**src/rtl/mux2_stream_arbiter.sv**
```systemverilog
// Two-source packet arbiter feeding a 2:1 data mux: grants one source per packet
// (round-robin between packets) and forwards beats through one output register.
module mux2_stream_arbiter #(
  parameter int WIDTH        = 8,
  parameter bit LOCK_ON_LAST = 1'b1
) (
  input  logic             CLK,
  input  logic             RST_N,
  input  logic [WIDTH-1:0] A_DATA,
  input  logic             A_VALID,
  input  logic             A_LAST,
  output logic             A_READY,
  input  logic [WIDTH-1:0] B_DATA,
  input  logic             B_VALID,
  input  logic             B_LAST,
  output logic             B_READY,
  output logic [WIDTH-1:0] Y_DATA,
  output logic             Y_VALID,
  output logic             Y_LAST,
  input  logic             Y_READY,
  output logic             SEL,
  output logic             BUSY
);

  typedef enum logic [1:0] {
    IDLE    = 2'd0,
    GRANT_A = 2'd1,
    GRANT_B = 2'd2
  } state_e;

  state_e           state_q, state_d;
  logic             prio_q, prio_d;      // 0 = A next on a tie, 1 = B
  logic             sel_q, sel_d;
  logic             busy_q, busy_d;
  logic             y_valid_q, y_valid_d;
  logic             y_last_q, y_last_d;
  logic [WIDTH-1:0] y_data_q, y_data_d;

  logic             out_free;
  logic             acc_a, acc_b;

  // The output register can take a new beat when empty or being drained.
  assign out_free = !y_valid_q || Y_READY;
  assign A_READY  = (state_q == GRANT_A) && out_free;
  assign B_READY  = (state_q == GRANT_B) && out_free;
  assign acc_a    = A_VALID && A_READY;
  assign acc_b    = B_VALID && B_READY;

  // NOTE: every next-state variable gets its hold value first, so no path
  // through this block leaves one unassigned and no latch is inferred.
  always_comb begin
    state_d   = state_q;
    prio_d    = prio_q;
    sel_d     = sel_q;
    y_valid_d = y_valid_q;
    y_last_d  = y_last_q;
    y_data_d  = y_data_q;

    unique case (state_q)
      IDLE: begin
        if (A_VALID && (!B_VALID || !prio_q)) begin
          state_d = GRANT_A;
          sel_d   = 1'b0;
        end else if (B_VALID) begin
          state_d = GRANT_B;
          sel_d   = 1'b1;
        end
      end
      GRANT_A: begin
        if (acc_a && (A_LAST || !LOCK_ON_LAST)) begin
          state_d = IDLE;
          prio_d  = 1'b1;
        end
      end
      GRANT_B: begin
        if (acc_b && (B_LAST || !LOCK_ON_LAST)) begin
          state_d = IDLE;
          prio_d  = 1'b0;
        end
      end
      default: state_d = IDLE;
    endcase

    if (acc_a) begin
      y_valid_d = 1'b1;
      y_data_d  = A_DATA;
      y_last_d  = A_LAST;
    end else if (acc_b) begin
      y_valid_d = 1'b1;
      y_data_d  = B_DATA;
      y_last_d  = B_LAST;
    end else if (Y_READY) begin
      y_valid_d = 1'b0;
    end

    busy_d = (state_d != IDLE);
  end

  // NOTE: state registers use non-blocking assignments so every flop samples
  // the pre-edge values of the others, independent of statement order.
  always_ff @(posedge CLK or negedge RST_N) begin
    if (!RST_N) begin
      state_q   <= IDLE;
      prio_q    <= 1'b0;
      sel_q     <= 1'b0;
      busy_q    <= 1'b0;
      y_valid_q <= 1'b0;
      y_last_q  <= 1'b0;
      y_data_q  <= '0;
    end else begin
      state_q   <= state_d;
      prio_q    <= prio_d;
      sel_q     <= sel_d;
      busy_q    <= busy_d;
      y_valid_q <= y_valid_d;
      y_last_q  <= y_last_d;
      y_data_q  <= y_data_d;
    end
  end

  assign Y_VALID = y_valid_q;
  assign Y_DATA  = y_data_q;
  assign Y_LAST  = y_last_q;
  assign SEL     = sel_q;
  assign BUSY    = busy_q;

endmodule

```
**config.mk**
```make
export PLATFORM = sky130hd
export DESIGN_NAME = mux2_stream_arbiter
export DESIGN_NICKNAME = d
export VERILOG_FILES = /design/src/rtl/mux2_stream_arbiter.sv
export SDC_FILE = /design/constraint.sdc
export NUM_CORES = 1
export LEC_CHECK = 0
export ABC_AREA = 1
export BUFFER_PORTS_ARGS = -buffer_cell sky130_fd_sc_hd__buf_2
export CORE_MARGIN = 4
export CORE_UTILIZATION = 45
export CTS_CLUSTER_SIZE = 8
export DETAILED_ROUTE_END_ITERATION = 8
export PLACE_DENSITY = 0.82
export SLEW_MARGIN = 5
export SYNTH_ARGS = -nofsm -noshare
export SYNTH_HDL_FRONTEND = slang
export SYNTH_SLANG_ARGS = --single-unit
```
**constraint.sdc**
```tcl
create_clock -name CLK -period 1.9 [get_ports CLK]
set_input_delay 0.285 -clock CLK [delete_from_list [all_inputs] [get_ports CLK]]
set_output_delay 0.285 -clock CLK [all_outputs]
set_load 0.02 [all_outputs]
```
* Word level (Yosys, flattened, before mapping)
Index checks and enable logic that the tools add are counted.
Widths: inputs -> output; s select.
** Operators by class
- Add/sub/neg operators :: 0
- Divide/modulo/power cells :: 0
- Shift-type cells :: 0
- Eq/ne operators :: 4
- Reduce and logical (&&, ||, !) cells :: 20
- Bitwise operators :: 0
- $lt $le $gt $ge :: 0
- Mux-type cells :: 17
- Multiply operators :: 0
** Operators by type and width (number)
- $mux 8 :: 2
- $mux 1 :: 9
- $mux 2 :: 4
- $reduce_bool 2->1 :: 4
- $logic_and 1x1->1 :: 7
- $pmux 2 s3 :: 1
- $ne 2x1->1 const B :: 2
- $logic_not 1->1 :: 3
- $reduce_and 3->1 :: 1
- $reduce_bool 3->1 :: 1
- $eq 2x1->1 const B :: 1
- $eq 2x2->1 const B :: 1
- $logic_not 2->1 :: 1
- $logic_or 1x1->1 :: 2
- $pmux 1 s2 :: 1
- $reduce_and 2->1 :: 1
** Word-level totals
- RAM bits :: 0
- Memory bits (read-only) :: 0
- Bits in latches :: 0
- Flip-flop bits (word level) :: 15
- Input bits :: 23
- Memories :: 0
- Logic and storage cells :: 48

* Logic depth before layout (Yosys ltp)
- Depth after elaboration :: 8
- Depth in mapped cells :: 9
- Mapped depth without buffers :: 9

* Least setup slack after synthesis
Ideal clock, no wire load.
- Kind :: reg-to-reg
- From :: register state_q[1]
- To :: register y_last_q (netlist: Y_LAST)
- Library setup time :: 132 ps
- Buffers on the path :: 0
- Setup slack :: 437 ps
- Clock period less this slack :: 1463 ps
- Arrival :: 1331 ps
- Stages on the path, launching flop included :: 10
- Cell sequence :: dfrtp_1 > inv_1 > ha_1 > inv_2 > nor2_4 > nand2_4 > nand2_8 > inv_4 > nand2_1 > o211ai_1
** Between the ends
- Longest elaborated chain between the ends :: 4
** RTL lines
- start: declaration :: line 31 : state_e state_q, state_d;
- start signal: assignment :: line 111 : state_q <= state_d;
- $eq 2x1->1 (*) :: line 44 : assign A_READY = (state_q == GRANT_A) && out_free;
- $logic_and 1x1->1 (*) :: line 44
- net A_READY :: line 12 : output logic A_READY,
- $logic_and 1x1->1 (*) :: line 46 : assign acc_a = A_VALID && A_READY;
- $mux 1 / $reduce_bool 2->1 (equally long branches)
- end signal: assignment :: line 116 : y_last_q <= y_last_d;
- end: declaration :: line 36 : logic y_last_q, y_last_d;
Mark *: on every way through the listed nets, which the timed path passes. The rest lies on a longest branch.
A chain may end at the register's enable or synchronous reset.

* Final worst setup path
- From :: register state_q[1]
- To :: output A_READY
** Between the ends
- Longest elaborated chain between the ends :: 2
** RTL lines (line)
- $eq 2x1->1 :: 44
- $logic_and 1x1->1 :: 44
- end: declaration :: 12
Every way passes these cells.

==> results.json <==
{
  "slew_headroom_pct": 77.5,
  "fin_cells": 162,
  "cts_inserted_buffers": 3,
  "status": "finished, final reports clean",
  "cp-end-kind": "output port",
  "synth_xor_area_share_pct": 0,
  "ys_seq_area_share_pct": 46.4,
  "ios": 37,
  "core_um2": 1710,
  "clock_sinks": 15,
  "avgViaCountPerCell": 4.78,
  "dp_hpwl_mm": 1.45,
  "hold_depth": 3,
  "place_congestion": 0.940,
  "required_ns": 1.62,
  "max_freq_mhz": 585,
  "synthMuxAreaShare_pct": 0,
  "fin_crit_sh_pct": 89.9,
  "cts_resized": 0,
  "post-place-ws_ns": 0.401,
  "setup_viol": 0,
  "ys_ff_latch": 15,
  "die_h_um": 50.4,
  "setup_slack_ns": 0.192,
  "num_rows": 15,
  "synth_async_sr_flop_share_pct": 100,
  "io_buffer_count": 36,
  "ys.flop_type": "dfrtp_1",
  "peakVddDrop_mv": 0.778,
  "synth_area_leaders": "dfrtp_1 46%, nand2_1 8.4%, o21ai_0 6.8%",
  "yosysWarnings": 0,
  "wirelength_mm": 1.81,
  "path_class": "register to output port",
  "drc": 0,
  "cp.arrival_ns": 1.42,
  "overflow": 0,
  "p_leak_nw": 0.578,
  "cp_num_buf_inv": 3,
  "clkTransAtPathRegs_ns": 0.09,
  "grt_usage_pct": 16.3,
  "syn_avg_cell_area_um2": 8.42,
  "tns_ns": 0,
  "final_hold_viol_count": 0,
  "dp.cells": 157,
  "synth_compound_area_share_pct": 13.9,
  "crit_family": "flip-flops",
  "drt_pass1_iterations": 5,
  "worst-path-stages": 5,
  "worstPathMaxFanout": 4,
  "cts_max_level": 1,
  "grt_max_degree": 16,
  "cts_root_buf": "clkbuf_4",
  "path_cells": "inv_1, ha_1, inv_2, nor2_4, buf_2",
  "post_dp_cell_area_um2": 1020,
  "synth_top_family_by_area": "simple AND/OR/NAND/NOR gates",
  "start_util_pct": 47.3,
  "synth_commonest_cells": "18 x nand2_1, 15 x dfrtp_1, 12 x nor2_1",
  "slowest_delay_ns": 0.41,
  "clock_latency_ns": 0.28,
  "avgRoutedWirePerCell_um": 11.2,
  "hp-class": "input port to register",
  "tritoncts": "built",
  "cts_buffer_depth": 2,
  "finish.utilization_pct": 61.8,
  "critPathSlowestCell": "dfrtp_1",
  "synth-simple-area-share_pct": 27.6,
  "grt_pass1_wl_mm": 3.14,
  "power_density_nw_per_um2": 1600,
  "fin_nets": 165,
  "synth_top_area_cell": "dfrtp_1",
  "grt_pass1_vias": 747,
  "yosysMostFrequentCell": "nand2_1",
  "finalClockSkew_ns": 0.00289,
  "drt-initial-drc-count": 15,
  "syn_nets": 123,
  "synth_top_area_share_pct": 46.4,
  "start_kind": "register",
  "synth_cells": 96,
  "synth-adder-area-share_pct": 6.19,
  "netlist_area_um2": 808,
  "ant_nets": 0,
  "layout-drive-gt1-share_pct": 35.0,
  "cap_violations": 0,
  "rsz0062_at_grt": "false",
  "die_w_um": 50.4,
  "rr_worst_depth": 9,
  "tightest_slew_ns": 0.338,
  "antenna_found_initial": 0,
  "synthDistinctLibCells": 19,
  "synth_edf_count": 0,
  "stdcell_area_um2": 1060,
  "diodes": 0,
  "dieArea_um2": 2540,
  "vias": 775,
  "final_max_slew_viol_count": 0,
  "period_needed_ns": 1.71,
  "area.growth.synth_to_final_pct": 30.6
}
registers in the layout, summed over array words and instances, names as in the netlist:
signal,flops
SEL,1
Y_DATA,8
prio_q,1
Y_VALID,1
state_q,2
Y_LAST,1
BUSY,1
stage by stage:
stage          hold WS, ns  power (mW)
5_1_grt              0.246        1.84
6_report             0.253        1.69
2_1_floorplan      -0.0106        1.24
3_5_place_dp         0.212        1.52
3_3_place_gp         0.204        1.50
4_1_cts              0.247        1.71
worst paths after layout:
check	startpoint	to	slack [ns]
hold / removal	A_DATA[6]	Y_DATA[6]$_DFFE_PN0P_	0.25
setup / recovery	state_q[1]$_DFF_PN0_	A_READY	0.19
hold reg to reg	Y_DATA[1]$_DFFE_PN0P_	Y_DATA[1]$_DFFE_PN0P_	0.49
min in group asynchronous	RST_N	Y_DATA[0]$_DFFE_PN0P_	0.43
setup reg to reg	state_q[1]$_DFF_PN0_	Y_LAST$_DFFE_PN0P_	0.41
max in group asynchronous	RST_N	Y_DATA[4]$_DFFE_PN0P_	1.22
metal layers:
metal	vias to the layer above	GRT usage [%]	part of all wire (%)
li1	397	-	-
met1	340	19.6	44
met2	35	25.4	44
met3	3	5.64	10
met4	0	8.52	1.8
met5	-	0	0
what timing repair did:
action	in CTS	in global routing
setup buffers	0	0
hold buffers	1	0
hold endpoints to repair	15	0
cells in the final DEF, fill, tap and decap left out:
master and instances:
nor3_4 1, nor2_1 12, inv_4 1, nand2_1 18
buf_2 36, nand2_2 1, o211ai_1 1, clkbuf_1 1
clkbuf_4 3, o21ai_0 11, nand2_4 1, nand2_8 1
nand3b_1 1, dlygate4sd3_1 1, nand3_1 5, dfrtp_1 15
inv_1 8, ha_1 4, nor2_4 1, nand4_1 2
o21ai_1 8, a21oi_1 2, inv_2 3
worst reg2reg max path, cell delays in order, from the launching register on:
cell,delay [ns]
dfrtp_1,0.41
inv_1,0.11
ha_1,0.23
inv_2,0.09
nor2_4,0.13
nand2_4,0.12
nand2_8,0.10
inv_4,0.06
nand2_1,0.06
o211ai_1,0.07
logic make-up after synthesis:
logic type	count (synthesis)
AND/OR/NAND/NOR	43
adder cells (fa/ha/maj)	4
buffers and inverters	12
AO/OA/AOI/OAI	22
flip-flops	15
layout make-up:
cell class / instances / area, um2
clock buffers: 4 / 26.3
fillers: 146 / 652
inverters: 12 / 47.5
multi-input cells: 69 / 385
flip-flops and latches: 15 / 375
well taps: 25 / 31.3
repair buffers: 37 / 190
power breakdown:
group	switching (mW)	total (mW)	internal, mW
sequential	0.0853	0.564	0.479
clock	0.0998	0.181	0.0816
combinational	0.609	0.943	0.334
total	0.795	1.69	0.895
No activity file was read; power rests on OpenSTA's default activity.
